<file path="src/rtl/bnn_pkg.sv">
// Shared types and helpers for the binary-network post-ALU stages.
// Holds the FSM states, one-hot kernel codes, K2 lookup and default widths.
package bnn_pkg;

   typedef enum logic [1:0] {S_IDLE, S_ACC, S_FLUSH} state_t;

   localparam logic [4:0] KS_1X1 = 5'b00001;
   localparam logic [4:0] KS_2X2 = 5'b00010;
   localparam logic [4:0] KS_3X3 = 5'b00100;
   localparam logic [4:0] KS_4X4 = 5'b01000;
   localparam logic [4:0] KS_5X5 = 5'b10000;

   localparam int DEF_ACC_W  = 16;
   localparam int DEF_NCH_W  = 8;
   localparam int DEF_PACK_W = 8;

   // Lowest set bit wins, so a malformed multi-hot code still maps to one size.
   function automatic logic [4:0] k2_of(input logic [4:0] ks);
      if (ks[0])      return 5'd1;
      else if (ks[1]) return 5'd4;
      else if (ks[2]) return 5'd9;
      else if (ks[3]) return 5'd16;
      else if (ks[4]) return 5'd25;
      else            return 5'd0;
   endfunction

endpackage

</file>
<file path="src/rtl/act_packer.sv">
// Packs activation bits LSB-first into PACK_W-bit words; partial words on flush.
// Word appears 1 cycle after its last bit; out_word/out_valid hold while !out_ready.
// Caller must only push bits when the output slot is free (!out_valid || out_ready).
module act_packer #(
   parameter int PACK_W = 8
) (
   input  logic              clk,
   input  logic              rst,
   input  logic              bit_vld,
   input  logic              bit_dat,
   input  logic              flush_vld,
   input  logic              out_ready,
   output logic [PACK_W-1:0] out_word,
   output logic              out_valid,
   output logic              bit_cnt_nz
);

   localparam int CW = $clog2(PACK_W);

   logic [CW-1:0]     bit_cnt;
   logic [PACK_W-1:0] pack;
   logic [PACK_W-1:0] pack_nxt;
   logic              slot_free;
   logic              word_full;

   always_comb begin
      pack_nxt          = pack;
      pack_nxt[bit_cnt] = bit_dat;
   end

   assign slot_free  = !out_valid || out_ready;
   assign word_full  = (bit_cnt == CW'(PACK_W - 1));
   assign bit_cnt_nz = (bit_cnt != '0);

   always_ff @(posedge clk or posedge rst) begin
      if (rst) begin
         bit_cnt   <= '0;
         pack      <= '0;
         out_word  <= '0;
         out_valid <= 1'b0;
      end else begin
         if (out_valid && out_ready)
            out_valid <= 1'b0;
         // A fresh word overrides the handshake clear above, keeping out_valid high.
         if (bit_vld && word_full) begin
            out_word  <= pack_nxt;
            out_valid <= 1'b1;
            pack      <= '0;
            bit_cnt   <= '0;
         end else if (bit_vld) begin
            pack    <= pack_nxt;
            bit_cnt <= bit_cnt + CW'(1);
         end else if (flush_vld && slot_free) begin
            out_word  <= pack;
            out_valid <= 1'b1;
            pack      <= '0;
            bit_cnt   <= '0;
         end
      end
   end

endmodule

</file>
<file path="src/rtl/popcount_threshold_packer.sv">
// Accumulates popcounts per pixel, thresholds the bipolar dot product, packs bits.
// Result bit lands in the packer on the last beat's edge; full word valid 1 cycle later.
// mac_ready drops while a word is stalled or a flush is draining; POPACC_SAT_EN saturates the accumulator.
module popcount_threshold_packer
   import bnn_pkg::*;
#(
   parameter int ACC_W  = DEF_ACC_W,
   parameter int NCH_W  = DEF_NCH_W,
   parameter int PACK_W = DEF_PACK_W
) (
   input  logic                    clk,
   input  logic                    rst,
   input  logic [4:0]              mac_in,
   input  logic                    mac_valid,
   output logic                    mac_ready,
   input  logic [4:0]              kernel_size,
   input  logic                    operation,
   input  logic [NCH_W-1:0]        num_ch,
   input  logic signed [ACC_W+1:0] threshold,
   input  logic                    flush,
   output logic [PACK_W-1:0]       out_word,
   output logic                    out_valid,
   input  logic                    out_ready,
   output logic                    busy,
   output logic                    sat_flag
);

   localparam int THR_W = ACC_W + 2;

   typedef struct packed {
      logic [4:0]       k2;
      logic [NCH_W-1:0] nch;
      logic [THR_W-1:0] thr;
   } cfg_t;

   state_t           state;
   cfg_t             cfg_q, cfg_live, cfg_use;
   logic [ACC_W-1:0] acc, acc_base, sum;
   logic [NCH_W-1:0] ch_cnt;
   logic [THR_W-1:0] dot;
   logic             flush_pend, beat_acc, pool_beat, last_beat;
   logic             act_bit, act_vld, bit_cnt_nz;

   assign mac_ready = (state != S_FLUSH) && (!out_valid || out_ready);
   assign beat_acc  = mac_valid && mac_ready;
   assign busy      = (state != S_IDLE) || bit_cnt_nz || out_valid;

   // Live config applies to the first beat of a pixel; the held copy to the rest.
   assign cfg_live.k2  = k2_of(kernel_size);
   assign cfg_live.nch = (num_ch == '0) ? NCH_W'(1) : num_ch;
   assign cfg_live.thr = threshold;
   assign cfg_use      = (state == S_ACC) ? cfg_q : cfg_live;

   assign pool_beat = (state == S_IDLE) && operation;
   assign last_beat = pool_beat ||
                      ((state == S_IDLE) ? (cfg_live.nch == NCH_W'(1))
                                         : (ch_cnt == cfg_q.nch - NCH_W'(1)));
   assign acc_base  = (state == S_ACC) ? acc : '0;

`ifdef POPACC_SAT_EN
   logic [ACC_W:0] sum_ext;
   assign sum_ext = {1'b0, acc_base} + (ACC_W+1)'(mac_in);
   assign sum     = sum_ext[ACC_W] ? '1 : sum_ext[ACC_W-1:0];

   always_ff @(posedge clk or posedge rst) begin
      if (rst)
         sat_flag <= 1'b0;
      else if (beat_acc && sum_ext[ACC_W])
         sat_flag <= 1'b1;
   end
`else
   assign sum      = acc_base + ACC_W'(mac_in);
   assign sat_flag = 1'b0;
`endif

   // Modular arithmetic at THR_W bits matches the truncated signed result exactly.
   assign dot     = (THR_W'(sum) << 1) - THR_W'(cfg_use.nch) * THR_W'(cfg_use.k2);
   assign act_bit = pool_beat ? mac_in[0] : ($signed(dot) >= $signed(cfg_use.thr));
   assign act_vld = beat_acc && last_beat;

   always_ff @(posedge clk or posedge rst) begin
      if (rst) begin
         state      <= S_IDLE;
         acc        <= '0;
         ch_cnt     <= '0;
         cfg_q      <= '0;
         flush_pend <= 1'b0;
      end else begin
         case (state)
            S_IDLE: begin
               if (beat_acc) begin
                  if (!last_beat) begin
                     acc    <= sum;
                     ch_cnt <= NCH_W'(1);
                     cfg_q  <= cfg_live;
                     state  <= S_ACC;
                  end
                  if (flush)
                     flush_pend <= 1'b1;
               end else if (flush || flush_pend) begin
                  flush_pend <= 1'b0;
                  if (bit_cnt_nz)
                     state <= S_FLUSH;
               end
            end
            S_ACC: begin
               if (flush)
                  flush_pend <= 1'b1;
               if (beat_acc) begin
                  if (last_beat) begin
                     acc    <= '0;
                     ch_cnt <= '0;
                     state  <= S_IDLE;
                  end else begin
                     acc    <= sum;
                     ch_cnt <= ch_cnt + NCH_W'(1);
                  end
               end
            end
            S_FLUSH: begin
               if (!out_valid || out_ready)
                  state <= S_IDLE;
            end
            default: state <= S_IDLE;
         endcase
      end
   end

   act_packer #(.PACK_W(PACK_W)) u_packer (
      .clk        (clk),
      .rst        (rst),
      .bit_vld    (act_vld),
      .bit_dat    (act_bit),
      .flush_vld  (state == S_FLUSH),
      .out_ready  (out_ready),
      .out_word   (out_word),
      .out_valid  (out_valid),
      .bit_cnt_nz (bit_cnt_nz)
   );

endmodule

</file>
<file path="config.mk">
export PLATFORM = sky130hd
export DESIGN_NAME = popcount_threshold_packer
export DESIGN_NICKNAME = d
export VERILOG_FILES = /design/src/rtl/bnn_pkg.sv /design/src/rtl/act_packer.sv /design/src/rtl/popcount_threshold_packer.sv
export SDC_FILE = /design/constraint.sdc
export NUM_CORES = 1
export LEC_CHECK = 0
export CAP_MARGIN = 20
export CORE_MARGIN = 2
export CORE_UTILIZATION = 59
export CTS_CLUSTER_DIAMETER = 150
export DETAILED_ROUTE_END_ITERATION = 8
export DONT_BUFFER_PORTS = 1
export GPL_ROUTABILITY_DRIVEN = 0
export PLACE_DENSITY = 0.8
export SYNTH_ARGS = -nofsm -noshare
export SYNTH_HDL_FRONTEND = slang
export SYNTH_HIERARCHICAL = 1
export SYNTH_SLANG_ARGS = --single-unit
</file>
<file path="constraint.sdc">
create_clock -name clk -period 8.46 [get_ports clk]
set_input_delay 1.692 -clock clk [delete_from_list [all_inputs] [get_ports clk]]
set_output_delay 1.692 -clock clk [all_outputs]
set_load 0.03 [all_outputs]
</file>
# Word-level counts from Yosys, hierarchy flattened
# Cells that the tools add are included.
# Widths: inputs -> output; s select.
[op_classes]
n_addsub = 5
n_mul = 1
n_lt_le_gt_ge = 3
n_eq_ne = 15
muxes = 48
bitwise = 1
n_reduce_logical = 26
[ops]
columns = ["operator", "count"]
rows = [
  ["$mux 8", 11],
  ["$mux 16", 5],
  ["$pmux 16 s2", 1],
  ["$mux 31", 1],
  ["$mux 5", 5],
  ["$ge 18x18->1", 1],
  ["$sub 17x13->18", 1],
  ["$add 16x5->16", 1],
  ["$pmux 8 s2", 1],
  ["$mux 2", 7],
  ["$ne 2x2->1 const B", 7],
  ["$mul 8x5->13", 1],
  ["$mux 1", 10],
  ["$mux 3", 3],
  ["$add 8x1->8 const B", 1],
  ["$bwmux 8", 1],
  ["$eq 8x1->1 const B", 1],
  ["$eq 8x8->1", 1],
  ["$logic_and 1x1->1", 8],
  ["$logic_not 8->1", 1],
  ["$sub 8x1->8 const B", 1],
  ["$ne 3x3->1 const B", 2],
  ["$pmux 2 s3", 1],
  ["$reduce_and 6->1", 1],
  ["18 further kinds", 26],
]
[totals]
register_bits = 78
in_bits = 42
out_inout_bits = 12

# Longest topological paths before layout
# Gate-level depths: netlist (run 1).
[depth]
ltp_word = 13
mapped_depth = 40
ltp_nobuf = 35

# Modules after synthesis
# The synthesis (run 1) kept the hierarchy.
[by_module_without_submodules]
columns = ["mod", "instances", "cells_each", "area_each_um2", "seq_area_each_um2"]
rows = [
  ["popcount_threshold_packer", 1, 630, 5512.8, 1426.4],
  ["act_packer", 1, 119, 1151.1, 500.5],
]

# Least setup slack after synthesis (run 1)
# Ideal clock, no wire load.
[synth_timing]
path_type = "input-to-reg"
from = "input mac_in[1]"
to = "register u_packer.out_word[6]"
setup_time_ps = 94
arrival_time_ps = 7996
t_required_ps = 8366
setup_slack_ps = 370
path_stages = 31
path_buffers = 1
cell_sequence = "ha_1 -> a21oi_1 -> nor2_1 -> a2111oi_0 -> nor2_1 -> xnor2_1 -> fa_1 -> inv_1 -> fa_1 -> inv_1 -> ha_1 -> a21o_1 -> a21o_1 -> a221o_1 -> or3_1 -> o311ai_1 -> a21boi_0 -> nor3_1 -> xor2_1 -> ha_1 -> nand4_1 -> nor2_1 -> o21ai_0 -> a21oi_1 -> o22ai_1 -> a31oi_1 -> buf_2 -> nand2_1 -> o21bai_2 -> a21oi_1 -> a211oi_1"
[synth_via]
elab_chain_len = 6
[synth_lines]
columns = ["item", "line_no", "text"]
rows = [
  ["start: declaration", "popcount_threshold_packer.sv:13", "input logic [4:0] mac_in,"],
  ["$add 16x5->16", "popcount_threshold_packer.sv:72", "assign sum = acc_base + ACC_W'(mac_in);"],
  ["$sub 17x13->18", "popcount_threshold_packer.sv:77", "assign dot = (THR_W'(sum) << 1) - THR_W'(cfg_use.nch) * THR_W'(cfg_use.k2);"],
  ["$ge 18x18->1", "popcount_threshold_packer.sv:78", "assign act_bit = pool_beat ? mac_in[0] : ($signed(dot) >= $signed(cfg_use.thr));"],
  ["$mux 1", "popcount_threshold_packer.sv:78", ""],
  ["net act_bit", "popcount_threshold_packer.sv:42", "logic act_bit, act_vld, bit_cnt_nz;"],
  ["$bwmux 8", "act_packer.sv:28", "pack_nxt[bit_cnt] = bit_dat;"],
  ["$mux 8", "act_packer.sv:45", "if (bit_vld && word_full) begin"],
  ["end signal: assignment", "act_packer.sv:46", "out_word <= pack_nxt;"],
  ["end signal: assignment", "act_packer.sv:54", "out_word <= pack;"],
  ["end: declaration", "act_packer.sv:13", "output logic [PACK_W-1:0] out_word,"],
]
# The timed path passes the listed nets, and every way through them passes these cells.
# A chain may end at the register's enable or synchronous reset.

# Final worst setup path (run 1)
[layout_timing]
from = "input mac_in[0]"
to = "register u_packer.out_word[6]"
[layout_via]
elab_chain_len = 6
[layout_lines]
columns = ["item", "line_no"]
rows = [
  ["$add 16x5->16", "popcount_threshold_packer.sv:72"],
  ["$sub 17x13->18", "popcount_threshold_packer.sv:77"],
  ["$ge 18x18->1", "popcount_threshold_packer.sv:78"],
  ["$mux 1 (*)", "popcount_threshold_packer.sv:78"],
  ["net act_bit", "popcount_threshold_packer.sv:42"],
  ["$bwmux 8 (*)", "act_packer.sv:28"],
  ["$mux 8 (*)", "act_packer.sv:45"],
]
# Mark *: on every way through the listed nets, which the timed path passes. The rest lies on a longest branch.

==> impl_results.md, run 1 <==
* Initial Util at 60.9%
* All-Layer GR Usage at 26.4%
* Setup CP Type: input port to register
* TritonCTS Buffers at 9
* Post-synthesis cell count at 749
* Dpl hpwl at 11400 µm
* Final setup vio count at 0
* Synth warn at 6
* Most used DFF post-synth: dfrtp_1
* XOR/XNOR Fraction of Synth Area at 5.37%
* Clock transition at path regs at 0.07 ns
* Synth Cell Area at 6660 µm²
* Seq. cell area at 1930 µm²
* Avg Cell Area, Syn at 8.90 µm²
* Number of synthesized flops with an enable pin at 0
* Clk Latency, worst-skew pair at 0.36 ns
* I/O Pins at 54
* Crit-path max FO at 6
* Iteration-0 DRC Markers at 411
* Placed cells at 872
* Worst EP arrival at 8.32 ns
* Most common cell after layout, fill and taps aside: nand2_1
* Die area at 12200 µm²
* Async S/R FF share, synth at 100%
* Critical path endpoint category: register
* Final Skew at 0.00901 ns
* Core area at 10900 µm²
* CTS H-tree depth at 3
* Finished Layout Cells at 891
* Area contributors post-synth: dfrtp_1 (29%), ha_1 (11%), fa_1 (6.0%), nand2_1 (5.4%), mux2_2 (4.4%)
* Largest net degree at the start of global routing at 58
* First-pass GRT wire length at 24800 µm
* Width of the die at 110 µm
* Antenna violations before repair at 0
* Combinational family with the most area after synthesis: simple AND/OR/NAND/NOR gates
* Max incr delay on CP at 0.53 ns
* Hold path cells at 2
* Final ANT Viol Nets at 0
* Area of the multi-input gates at 4390 µm²
* Yosys cell types at 68
* Area grow syn2layout at 7.10%
* Post-Synth Adder-Cell Area at 16.9%
* Max-cap violations at 0
* Port Buffers at 0
* Hold Buf Count CTS at 0
* R2r worst-path depth at 34
* Row count at 38
* Synth Area in Simple Gates at 19.5%
* Maximum clock rate at 124 MHz
* Vias in the first global route at 5201
* Grt total ovfl at 0
* WP data required at 8.70 ns
* Post-Syn Nets at 869
* Max Slew Vio Count at 0
* CTS tree: built
* Compound-Gate Fraction of Synth Area at 16.5%
* Layout cells sized above 1 at 11.6%
* Detailed-route wire length per cell at 16.9 µm
* Synth area leader: dfrtp_1
* Commonest non-fill, non-tap cells in the layout: nand2_1 (96), dfrtp_1 (77), inv_1 (62)
* # DRC at 0
* Period minus WS final at 8.08 ns
* Status: complete, no violations
* Vias per inst at 6.03
* Worst slew margin at 39.1%
* Sequential-to-total area share from yosys stat at 28.9%
* Worst slew pin tran at 0.913 ns
* Longest Clk Path Bufs at 2
* Startpoint Class: input port
* Final hold violations at 0
* Num Clock Sinks at 77
* First-pass iteration count of the detailed router at 4
* Share of the synthesized area in the top cell type at 28.9%
* Cell mode on critical path: ha_1
* Die H at 110 µm
* Hold Crit Class: register to register
* Via count at 5377
* Crit path max-delay cell type: fa_1
* Clock Tree Root: clkbuf_16
* Tcrit/Tclk final at 95.5%
* Unrepaired setup endpoints after global routing: false
* N_diodes at 0
* #FFs+latches synth at 77
* FILL cells at 891
* Total Wirelength at 15000 µm
* Nets at 866
* Post-synthesis mux area share at 7.10%
timing repair:
action	4_1_cts	5_1_grt
setup buffers	0	3
resized for setup	0	5
endpoints found under the setup margin	0	12
metrics by stage:
stage | instance area [µm²] | hold WS (ns) | worst slack (ns) | util (%) | TNS (ns)
2_1_floorplan | 6660 | 0.440 | 0.370 | - | 0
3_3_place_gp | 6790 | 0.452 | 0.208 | 62.1 | 0
3_5_place_dp | 6790 | 0.459 | -0.0191 | 62.1 | -0.0191
4_1_cts | 7090 | 0.475 | 0.302 | 64.8 | 0
5_1_grt | 7140 | 0.521 | 0.00148 | 65.3 | 0
6_report | 7140 | 0.471 | 0.379 | 65.3 | 0
Yosys cell counts (4+ instances only):
cell and n:
nand2_1 96, dfrtp_1 77, inv_1 63, ha_1 58
nor2_1 45, a21oi_1 34, o21ai_0 30, mux2_2 26
xnor2_1 26, fa_1 20, mux2i_1 18, o31ai_1 17
nand2b_1 16, a21o_1 15, and2_1 15, clkbuf_1 14
nand3_1 13, xor2_1 13, and3_1 11, nor2b_1 10
o21ai_1 10, nor3_1 9, a211oi_1 8, buf_2 6
nor4_1 6, o22ai_1 6, or3_1 6, a31oi_1 5
o31a_1 5, o41ai_1 5, nand4_1 4, nor3b_2 4
o21a_1 4
final timing paths:
path | start | to | slack [ns]
max | mac_in[0] | u_packer/out_word[6] | 0.38
min | acc[1] | acc[1] | 0.47
max reg2reg | state[0] | u_packer/out_word[6] | 0.66
min reg2reg | acc[1] | acc[1] | 0.47
max in group asynchronous | rst | cfg_q[30] | 6.54
min in group asynchronous | rst | u_packer/out_valid | 1.36
area by class of cell:
type	instances	share of cell area (%)
multi-input cells	581	61.6
well taps	140	2.45
inverters	64	3.37
clock inverters	7	1.10
flip-flops and latches	77	27.0
repair buffers	13	1.37
clock buffers	9	3.16
cell families after synthesis:
kind of cell	count (synthesis)
AND/OR/NAND/NOR	256
other	1
XOR/XNOR	40
adder cells (fa/ha/maj)	78
buffers and inverters	91
AO/OA/AOI/OAI	162
multiplexers	44
flip-flops	77
per-layer routing:
| layer | vias up | track usage (%) | wire length [µm] |
|---|---|---|---|
| met5 | - | 0 | 0 |
| li1 | 2595 | - | - |
| met3 | 38 | 7.00 | 1180 |
| met4 | 0 | 11.1 | 499 |
| met2 | 195 | 39.7 | 6730 |
| met1 | 2549 | 36.2 | 6610 |
flip-flops by register name, summed over array words and instances (netlist names):
name	count
u_packer/bit_cnt	3
u_packer/out_word	8
cfg_q	30
state	2
u_packer/out_valid	1
flush_pend	1
u_packer/pack	8
acc	16
ch_cnt	8
worst max-delay path: cells and delay by family:
| kind | cells | cell delay (ns) |
|---|---|---|
| XOR/XNOR | 2 | 0.24 |
| adder cells (fa/ha/maj) | 7 | 2.61 |
| AND/OR/NAND/NOR | 8 | 1.27 |
| AO/OA/AOI/OAI | 12 | 2.17 |
| buffers and inverters | 4 | 0.31 |
Power of run 1 is left out: the tool's default activity adds up to more than one toggle a clock period on the data nets, which glitch-free logic cannot reach.
==> run 2: changes to the inputs <==
- CORE_MARGIN: 2 -> unset
- GPL_TIMING_DRIVEN: unset -> 0
- HOLD_SLACK_MARGIN: unset -> 0.15
==> impl_results.md, run 2 (same netlist as run 1, synthesis figures left out) <==
* Worst slew margin at 48.4%
* Vias in the first global route at 5620
* Layout cells sized above 1 at 14.1%
* Final hold violations at 0
* Max incr delay on CP at 0.54 ns
* Row count at 38
* Worst EP arrival at 8.49 ns
* CTS H-tree depth at 3
* Via count at 5642
* Startpoint Class: input port
* Hold Crit Class: register to register
* Final setup vio count at 0
* First-pass iteration count of the detailed router at 7
* Total Wirelength at 16100 µm
* Status: complete, no violations
* Grt total ovfl at 0
* Most common cell after layout, fill and taps aside: nand2_1
* First-pass GRT wire length at 26300 µm
* Max-cap violations at 0
* Antenna violations before repair at 0
* Width of the die at 108 µm
* # DRC at 0
* Worst reg2reg setup slack at 0.30 ns
* Worst slew pin tran at 0.773 ns
* Detailed-route wire length per cell at 17.7 µm
* Tcrit/Tclk final at 97.4%
* Dpl hpwl at 12100 µm
* Crit path max-delay cell type: fa_1
* Period minus WS final at 8.24 ns
* Hold Buf Count CTS at 0
* TritonCTS Buffers at 9
* Num Clock Sinks at 77
* Crit-path max FO at 5
* Largest net degree at the start of global routing at 36
* Critical path endpoint category: register
* Initial Util at 60.9%
* Port Buffers at 0
* Vias per inst at 6.18
* All-Layer GR Usage at 28.6%
* CP bufs+invs at 5
* CTS tree: built
* Die H at 108 µm
* Iteration-0 DRC Markers at 365
* Setup CP Type: input port to register
* WP data required at 8.71 ns
* N_diodes at 0
* Final Skew at 0.00875 ns
* Final ANT Viol Nets at 0
* Clk Latency, worst-skew pair at 0.35 ns
* Max Slew Vio Count at 0
* I/O Pins at 54
* Nets at 889
* Crit path max-delay family: adder cells
* Longest Clk Path Bufs at 2
* Area grow syn2layout at 10.7%
* Core area at 10900 µm²
* Post-Layout Inst Area at 7380 µm²
* Clock Tree Root: clkbuf_16
* Die area at 11700 µm²
* Commonest non-fill, non-tap cells in the layout: nand2_1 (96), dfrtp_1 (77), inv_1 (62)
* Placed cell area at 6860 µm²
* Max FFs per register at 30
* Top flop regs: cfg_q x30, acc x16
* Maximum clock rate at 121 MHz
* Largest Register: cfg_q
* Clock transition at path regs at 0.06 ns
[run 2: changes by cell type in the layout (fill, tap and decap cells not counted), moves of 2 or more]
cell / before / now
clkbuf_1: 0 / 12
inv_6: 5 / 1
nor2b_2: 0 / 2
buf_6: 0 / 5
a211oi_1: 8 / 6
clkinvlp_4: 0 / 2
a211oi_2: 0 / 2
buf_2: 0 / 6
buf_4: 13 / 11
[run 2: area by class of cell]
type,instances,area (µm²)
tap,140,175
fill,879,3560
timing repair buffer,10,85.1
buffer,26,153
sequential,77,1930
multi-input combinational,581,4470
clock buffer,10,239
clock inverter,5,83.8
inverter,64,240
[run 2: final timing paths]
| check | start | cells past startpoint | endpoint |
|---|---|---|---|
| max | mac_in[0] | 33 | u_packer/out_word[6] |
| min | acc[4] | 2 | acc[4] |
| max reg2reg | state[0] | 38 | u_packer/out_word[6] |
| min reg2reg | acc[4] | 2 | acc[4] |
| max in group asynchronous | rst | 1 | u_packer/pack[6] |
| min in group asynchronous | rst | 1 | acc[10] |
[run 2: worst min-delay path: cells and delay by family (launching register included)]
| kind | cells | cell delay (ns) |
|---|---|---|
| flip-flops | 1 | 0.33 |
| AND/OR/NAND/NOR | 1 | 0.05 |
| AO/OA/AOI/OAI | 1 | 0.05 |
[run 2: repair_timing]
item | 4_1_cts | 5_1_grt
cloned | 0 | 1
buffers inserted | 0 | 8
pin swaps | 1 | 13
gates resized for setup | 11 | 22
setup endpoints to repair | 16 | 16
[run 2: stage by stage]
step / setup slack [ns] / hold slack, ns / setup TNS (ns) / cells / utilization, %
floorplan: 0.370 / 0.440 / 0 / 749 / -
global placement: -1.58 / 0.451 / -23.28 / 889 / 62.5
detailed placement: -1.40 / 0.459 / -19.98 / 890 / 62.7
CTS: 0.0126 / 0.471 / 0 / 904 / 66.1
global route: -0.0455 / 0.506 / -0.0849 / 913 / 67.4
finish: 0.217 / 0.470 / 0 / 913 / 67.4
[run 2: metal layers]
| metal | GRT usage, % | up-vias | part of all wire (%) |
|---|---|---|---|
| met5 | 0 | - | 0 |
| met4 | 11.2 | 0 | 2.7 |
| met3 | 4.94 | 35 | 7.4 |
| met2 | 46.6 | 210 | 47 |
| met1 | 37.9 | 2755 | 43 |
| li1 | - | 2642 | - |
Power of run 2 is left out for the same reason.
==> run 3: changes to the inputs <==
- CORE_ASPECT_RATIO: unset -> 1.5
- CTS_CLUSTER_SIZE: unset -> 40
==> impl_results.md, run 3 (same netlist as run 1, synthesis figures left out) <==
* Status: complete, no violations
* Max FFs per register at 30
* TNS Setup at 0 ns
* I/O Pins at 54
* Placed cell area at 6870 µm²
* Num Clock Sinks at 77
* Worst slew pin tran at 0.792 ns
* N_diodes at 0
* Maximum clock rate at 122 MHz
* Total Wirelength at 17100 µm
* Vias in the first global route at 5919
* Row count at 47
* Crit path max-delay cell type: fa_1
* Core area at 11000 µm²
* Port Buffers at 0
* Max-cap violations at 0
* FILL cells at 819
* Crit-path max FO at 10
* Longest Clk Path Bufs at 2
* Largest net degree at the start of global routing at 32
* Max incr delay on CP at 0.55 ns
* Clk Latency, worst-skew pair at 0.34 ns
* All-Layer GR Usage at 30.0%
* Grt total ovfl at 0
* Antenna violations before repair at 0
* Post-Layout Inst Area at 7430 µm²
* WP data required at 8.71 ns
* Commonest non-fill, non-tap cells in the layout: nand2_1 (96), dfrtp_1 (77), inv_1 (62)
* Dpl hpwl at 12700 µm
* First-pass iteration count of the detailed router at 5
* Max Slew Vio Count at 0
* Area grow syn2layout at 11.5%
* CTS tree: built
* Critical path endpoint category: register
* Setup CP Type: register to register
* Placed cells at 897
* Most common cell after layout, fill and taps aside: nand2_1
* Initial Util at 60.6%
* Width of the die at 88.8 µm
* Iteration-0 DRC Markers at 346
* Tcrit/Tclk final at 96.6%
* Nets at 897
* Period minus WS final at 8.17 ns
* Worst slew margin at 46.6%
* Die H at 132 µm
* First-pass GRT wire length at 27500 µm
* Hold Buf Count CTS at 0
* TritonCTS Buffers at 9
* Final hold violations at 0
* Clock transition at path regs at 0.07 ns
* Final Skew at 0.0105 ns
* Final ANT Viol Nets at 0
* Vias per inst at 6.20
* # DRC at 0
* Finished Layout Cells at 929
* Die area at 11700 µm²
* Worst EP arrival at 8.42 ns
* Via count at 5758
* Clock Tree Root: clkbuf_16
* Post-route core utilization at 67.6%
* Detailed-route wire length per cell at 18.4 µm
* Hold Crit Class: register to register
* Largest Register: cfg_q
* CTS H-tree depth at 3
* Layout cells sized above 1 at 15.0%
* Final setup vio count at 0
* Startpoint Class: register
* Top flop regs: cfg_q x30, acc x16
-- run 3: changes by cell type in the layout (fill, tap and decap cells not counted), moves of 2 or more --
cell / delta
nor2b_1: +2
clkinv_2: +2
clkinvlp_4: -2
buf_4: +9
o21ai_1: +2
nor2b_2: -2
-- run 3: through the flow --
| stage | hold slack (ns) | setup WS (ns) |
|---|---|---|
| after global placement | 0.451 | -1.30 |
| after CTS | 0.474 | 0.0689 |
| final | 0.473 | 0.289 |
| after floorplan | 0.440 | 0.370 |
| after detailed placement | 0.462 | -1.39 |
| after global routing | 0.497 | -0.166 |
-- run 3: per-layer routing --
layer  track usage (%)  up-vias  part of all wire (%)
met5                 0        -                     0
met4              19.8        0                   6.9
met3              4.95       89                   4.8
met2              51.2      239                    51
met1              33.6     2763                    38
li1                  -     2667                     -
-- run 3: final timing paths --
kind | startpoint | end | slack, ns | cells after the start
max | state[0] | u_packer/out_word[4] | 0.29 | 40
max reg2reg | state[0] | u_packer/out_word[4] | 0.29 | 40
min | acc[4] | acc[4] | 0.47 | 2
max in group asynchronous | rst | acc[1] | 6.57 | 2
min in group asynchronous | rst | cfg_q[20] | 1.29 | 1
min reg2reg | acc[4] | acc[4] | 0.47 | 2
-- run 3: cell type report --
| class | instances | area [µm²] | area share (%) |
|---|---|---|---|
| inverter | 64 | 240 | 3.23 |
| timing repair buffer | 17 | 140 | 1.89 |
| buffer | 27 | 160 | 2.16 |
| clock buffer | 11 | 243 | 3.27 |
| clock inverter | 5 | 57.6 | 0.775 |
| sequential | 77 | 1930 | 25.9 |
| tap | 147 | 184 | 2.48 |
| multi-input combinational | 581 | 4480 | 60.3 |
-- run 3: worst max-delay path: cells and delay by family, from the launching register on --
kind,cells,cell delay (ns)
buffers and inverters,9,1.17
DFF,1,0.37
xor gates and xnor gates,2,0.25
AOI/OAI and AO/OA,14,2.46
and+or+nand+nor,8,1.32
adders and majority gates,7,2.47
-- run 3: timing repair --
item / 4_1_cts / 5_1_grt
endpoints found under the setup margin: 16 / 16
gates cloned: 0 / 0
pin swaps: 1 / 12
setup buffers: 4 / 12
gates resized for setup: 15 / 23
Power of run 3 is left out for the same reason.
